$ cat src/rtl/gpo_ser_pkg.sv
// gpo_ser_pkg: shared state encoding for the GPO shift serializer
package gpo_ser_pkg;
  typedef enum logic [1:0] {IDLE, SHIFT_LO, SHIFT_HI, LATCH} ser_state_t;
endpackage

$ cat src/rtl/gpo_ser_tick.sv
// gpo_ser_tick: CLK_DIV phase counter with sync clear and terminal-count flag
module gpo_ser_tick #(
  parameter int CLK_DIV = 4
) (
  input  logic clk,
  input  logic reset_n,
  input  logic i_clr,
  output logic o_tc
);
  localparam int DW = CLK_DIV > 1 ? $clog2(CLK_DIV) : 1;
  logic [DW-1:0] r_cnt;
  always_ff @(posedge clk or negedge reset_n)
    if (!reset_n) r_cnt <= '0;
    else r_cnt <= i_clr ? '0 : r_cnt + 1'b1;
  assign o_tc = r_cnt == DW'(CLK_DIV - 1);
endmodule

$ cat src/rtl/gpo_shift_serializer.sv
// gpo_shift_serializer: ships the parallel GPO word MSB-first to a 595-style chain
module gpo_shift_serializer
  import gpo_ser_pkg::*;
#(
  parameter int W       = 8,
  parameter int CLK_DIV = 4
) (
  input  logic         clk,
  input  logic         reset_n,
  input  logic [W-1:0] din,
  input  logic         refresh,
  output logic         sclk,
  output logic         sdata,
  output logic         latch,
  output logic         busy
);
  localparam int BW = W > 1 ? $clog2(W) : 1;
  ser_state_t    r_state;
  logic [W-1:0]  r_shift, r_sent, w_next;
  logic [BW-1:0] r_bit;
  logic          r_pend, w_tc, w_start;
  assign w_start = (din != r_sent) | r_pend | refresh;
  assign w_next  = r_shift << 1;
  // IDLE holds the divider at zero so every phase starts from a fresh count
  gpo_ser_tick #(.CLK_DIV(CLK_DIV)) u_tick (
    .clk    (clk),
    .reset_n(reset_n),
    .i_clr  ((r_state == IDLE) | w_tc),
    .o_tc   (w_tc)
  );
  always_ff @(posedge clk or negedge reset_n)
    if (!reset_n) begin
      r_state <= IDLE;
      r_shift <= '0;
      r_sent  <= '0;
      r_pend  <= 1'b0;
      r_bit   <= '0;
      sclk    <= 1'b0;
      sdata   <= 1'b0;
      latch   <= 1'b0;
      busy    <= 1'b0;
    end else begin
      if (r_state != IDLE && refresh) r_pend <= 1'b1;
      case (r_state)
        IDLE: if (w_start) begin
          r_shift <= din;
          r_sent  <= din;
          r_pend  <= 1'b0;
          r_bit   <= '0;
          busy    <= 1'b1;
          sdata   <= din[W-1];
          r_state <= SHIFT_LO;
        end
        SHIFT_LO: if (w_tc) begin
          sclk    <= 1'b1;
          r_state <= SHIFT_HI;
        end
        SHIFT_HI: if (w_tc) begin
          r_shift <= w_next;
          sclk    <= 1'b0;
          if (r_bit == BW'(W - 1)) begin
            sdata   <= 1'b0;
            latch   <= 1'b1;
            r_state <= LATCH;
          end else begin
            r_bit   <= r_bit + 1'b1;
            sdata   <= w_next[W-1];
            r_state <= SHIFT_LO;
          end
        end
        LATCH: if (w_tc) begin
          latch   <= 1'b0;
          busy    <= 1'b0;
          r_state <= IDLE;
        end
        default: r_state <= IDLE;
      endcase
    end
endmodule

$ cat config.mk
export PLATFORM = sky130hd
export DESIGN_NAME = gpo_shift_serializer
export DESIGN_NICKNAME = d
export VERILOG_FILES = /design/src/rtl/gpo_ser_pkg.sv /design/src/rtl/gpo_ser_tick.sv /design/src/rtl/gpo_shift_serializer.sv
export SDC_FILE = /design/constraint.sdc
export NUM_CORES = 1
export LEC_CHECK = 0
export CORE_MARGIN = 2
export CORE_UTILIZATION = 30
export CTS_BUF_LIST = sky130_fd_sc_hd__clkbuf_4 sky130_fd_sc_hd__clkbuf_8 sky130_fd_sc_hd__clkbuf_16
export DETAILED_ROUTE_END_ITERATION = 10
export GPL_TIMING_DRIVEN = 0
export SETUP_SLACK_MARGIN = 0.2
export SLEW_MARGIN = 20
export SYNTH_ARGS = -nofsm -noshare
export SYNTH_HDL_FRONTEND = slang
export SYNTH_SLANG_ARGS = --single-unit
$ cat constraint.sdc
create_clock -name clk -period 1.45 [get_ports clk]
set_input_delay 0.29 -clock clk [delete_from_list [all_inputs] [get_ports clk]]
set_output_delay 0.29 -clock clk [all_outputs]
set_load 0.1 [all_outputs]
==> impl_results.md <==
- Outcome: finished with violations
- Failing checks: negative setup slack
- Leakage: 0.834 nW
- Pint: 0.999 mW
- CTS root buf: clkbuf_8
- Pwr dens: roughly 670 nW/µm²
- Max cap viols: 0
- Synth Instances: about 130
- Reg2reg start: r_state[0]$_DFFE_PN0P_
- RSZ-0062 raised after global routing: true
- Commonest non-fill, non-tap cell in the layout: dfrtp_1
- Slew margin rel.: 60.0%
- Vias per cell: 5.00
- # setup viols final: 14
- CP Launch Type: flip-flop
- Design Power: 1.28 mW
- GP Congestion: roughly 0.79
- Clk slew on worst S/H paths: 0.09 ns
- Fin crit period: about 1.5 ns
- Switching power: 0.283 mW
- Dpl cell area: around 1700 µm²
- Post-synthesis net count: 147
- Crit. End Element: flip-flop
- First-pass GRT wire length: 4840 µm
- Final instance area: 1920 µm²
- Placed insts: 195
- CP max stage delay: slightly above 0.4 ns
- Worst Path Arrival: approximately 1.7 ns
- Max Buffers Root-to-Sink: 2
- Final ANT Viol Nets: 0
- Hpwl dp: 1970 µm
- Register share of total power: roughly 59%
- Die Wd: 72.1 µm
- Non-Filler Instances: around 210
- Unique masters post-synth: 32
- Switching portion of total power: around 22%
- Critical Path RT: 1.61 ns
- Slew Limit Fails: 0
- Total Wirelength: 2890 µm
- Initial antenna violation count: 0
- Synth Cell Area: about 1400 µm²
- Comb pwr share: 6.4%
- DRC violations left: 0
- Post-DR wirelength/cell: 13.9 µm
- Cts bufs inserted: 3
- Largest net degree at the start of global routing: 28
- Critical Path Slowest Stage Cell: dfrtp_1
- Layout Nets: between 150 and 200
- # diodes: 0
- WS Path Type: reg2reg
- Register area share after synthesis: 48.6%
- Clock Sinks: 27
- Number of port buffers: 14
- Critical-path cell list: inv_2, ha_4, mux2i_1, a41oi_2, buf_6, buf_12, nor2_4, a21oi_2
- Die Y: 72.1 µm
- Share of post-route cells with drive strength above 1: 42.3%
- Vias: 1041
- Worst vdd ir: 0.405 mV
- Worst-Skew Late Latency: 0.28 ns
- Final Worst Setup Slack: -0.0675 ns
- GRT Total Usage: 12.1%
- GR Overflow Total: 0
- Clk network pwr share: 34.7%
- Die Footprint: 5200 µm²
- Syn Area/Cell: 10.8 µm²
- CORE AREA: 4410 µm²
- Row cnt: 24
- Drt first pass iters: 5
- Hold Vio Cnt, Final: 0
- Post-CTS Hold Fix Bufs: 0
- Tcrit/Tclk final: 105%
- Vias in the first global route: 1062
- P&R area growth vs syn: 38.1%
- Setup crit start: r_state[0]$_DFFE_PN0P_
- Setup WS pre-CTS: -0.527 ns
- Max FO, Critical Path: 6
- Min-Delay Path Class: in2async
- Yosys reg bits: 27
- Fmax: 0.659 GHz
- Skew final: 0.0124 ns
- Initial Util: 31.5%
- Commonest cells after routing, fill and taps aside: 24 x dfrtp_1, 10 x nor2_1, 9 x mux2i_1, 9 x buf_4, 8 x dlygate4sd2_1
- Drt initial violations: 51
- H-Tree Depth: 1
- I/O pin cnt: 15
- CTS tree: yes
- Yosys Warn Count: 0
- Worst-margin pin slew: 0.600 ns
cell families (layout without fill, tap and decap cells):
group           Yosys count  after routing  share of synthesized area (%)
simple gates             34             34                           11.8
xor+xnor                  8              8                           5.04
fa+ha+maj                 7              7                           6.29
mux                      18             18                           13.8
flops                    27             27                           48.6
buf+inv                  14             41                           4.14
compound gates           21             21                           10.4
flip-flops by register name, indices dropped and copies added, names as in the netlist:
signal and cells:
busy 1, latch 1, r_bit 3, r_pend 1, r_sent 8, r_shift 7, r_state 2, sclk 1
sdata 1, u_tick.r_cnt 2
final cells by class:
type                            instances  area (µm²)
Inverter                                9        36.3
Buffer                                  5        55.1
Fill cell                             423        2490
Tap cell                               52        65.1
Multi-Input combinational cell         88         827
Clock buffer                            4        48.8
Sequential cell                        27         679
Timing Repair Buffer                   23         210
Yosys cell counts (all sizes together):
master / instances / area [µm²]
a22o: 1 / 8.76
a41oi: 1 / 16.3
ha: 7 / 87.6
dfrtp: 27 / 676
a21o: 1 / 7.51
clkbuf: 2 / 7.51
mux2: 9 / 101
a31oi: 3 / 18.8
nand2: 7 / 26.3
nand2b: 1 / 6.26
nand4: 1 / 6.26
nand3: 3 / 15.0
o22ai: 2 / 12.5
a32o: 1 / 10.0
xnor2: 3 / 26.3
nor3b: 1 / 7.51
o211ai: 1 / 7.51
a22oi: 1 / 7.51
nor2: 16 / 60.1
nor3: 4 / 31.3
mux2i: 9 / 90.1
and4: 1 / 11.3
xor2: 5 / 43.8
o32ai: 1 / 8.76
o21a: 1 / 7.51
inv: 9 / 33.8
a21oi: 7 / 35.0
o21ai: 1 / 5.00
buf: 3 / 16.3
path summary, 6_finish.rpt:
path,to,slack [ns],cells after the start
max,r_shift[1]$_DFFE_PN0P_,-0.07,8
min,r_sent[7]$_DFFE_PN0P_,0.01,1
max reg2reg,r_shift[1]$_DFFE_PN0P_,-0.07,8
min reg2reg,u_tick.r_cnt[0]$_DFF_PN0_,0.45,1
max in group asynchronous,r_state[1]$_DFFE_PN0P_,1.02,1
min in group clk,r_sent[7]$_DFFE_PN0P_,0.45,2
worst max-delay path, delay by kind of cell, from the launching register on:
kind            cells  cell delay, ns
compound gates      2            0.11
fa+ha+maj           1            0.17
buf+inv             3            0.43
flops               1            0.41
mux                 1            0.22
simple gates        1            0.07
power groups by stage:
stage | Clock [mW] | Combinational, mW | Sequential, mW
final | 0.446 | 0.0821 | 0.755
after global routing | 0.489 | 0.0910 | 0.755
after CTS | 0.469 | 0.0817 | 0.755
after detailed placement | 0 | 0.0864 | 0.769
after global placement | 0 | 0.0861 | 0.769
after floorplan | 0 | 0.0208 | 0.780
layer usage:
metal | share of wire, % | vias up | routed length [µm] | global-route usage [%]
met1 | 45 | 518 | 1300 | 14.4
met5 | 0 | - | 0 | 0
met2 | 50 | 17 | 1460 | 21.3
li1 | - | 501 | - | -
met4 | 1.3 | 0 | 38 | 4.40
met3 | 3.1 | 5 | 89 | 2.50
per-stage QoR:
stage	hold slack [ns]	utilization, %	TNS (ns)
after detailed placement	0.337	37.4	-8.97
after global placement	0.421	37.6	-16.70
after CTS	0.0298	40.8	-1.02
final	0.0120	43.5	-0.678
after global routing	0.0610	43.5	-1.95
after floorplan	-0.00559	-	0
what timing repair did:
action / CTS / global route
setup endpoints to repair: 27 / 27
gates resized for setup: 52 / 21
pin swaps: 9 / 5
setup buffers: 4 / 5
(Power assumes the default switching activity.)
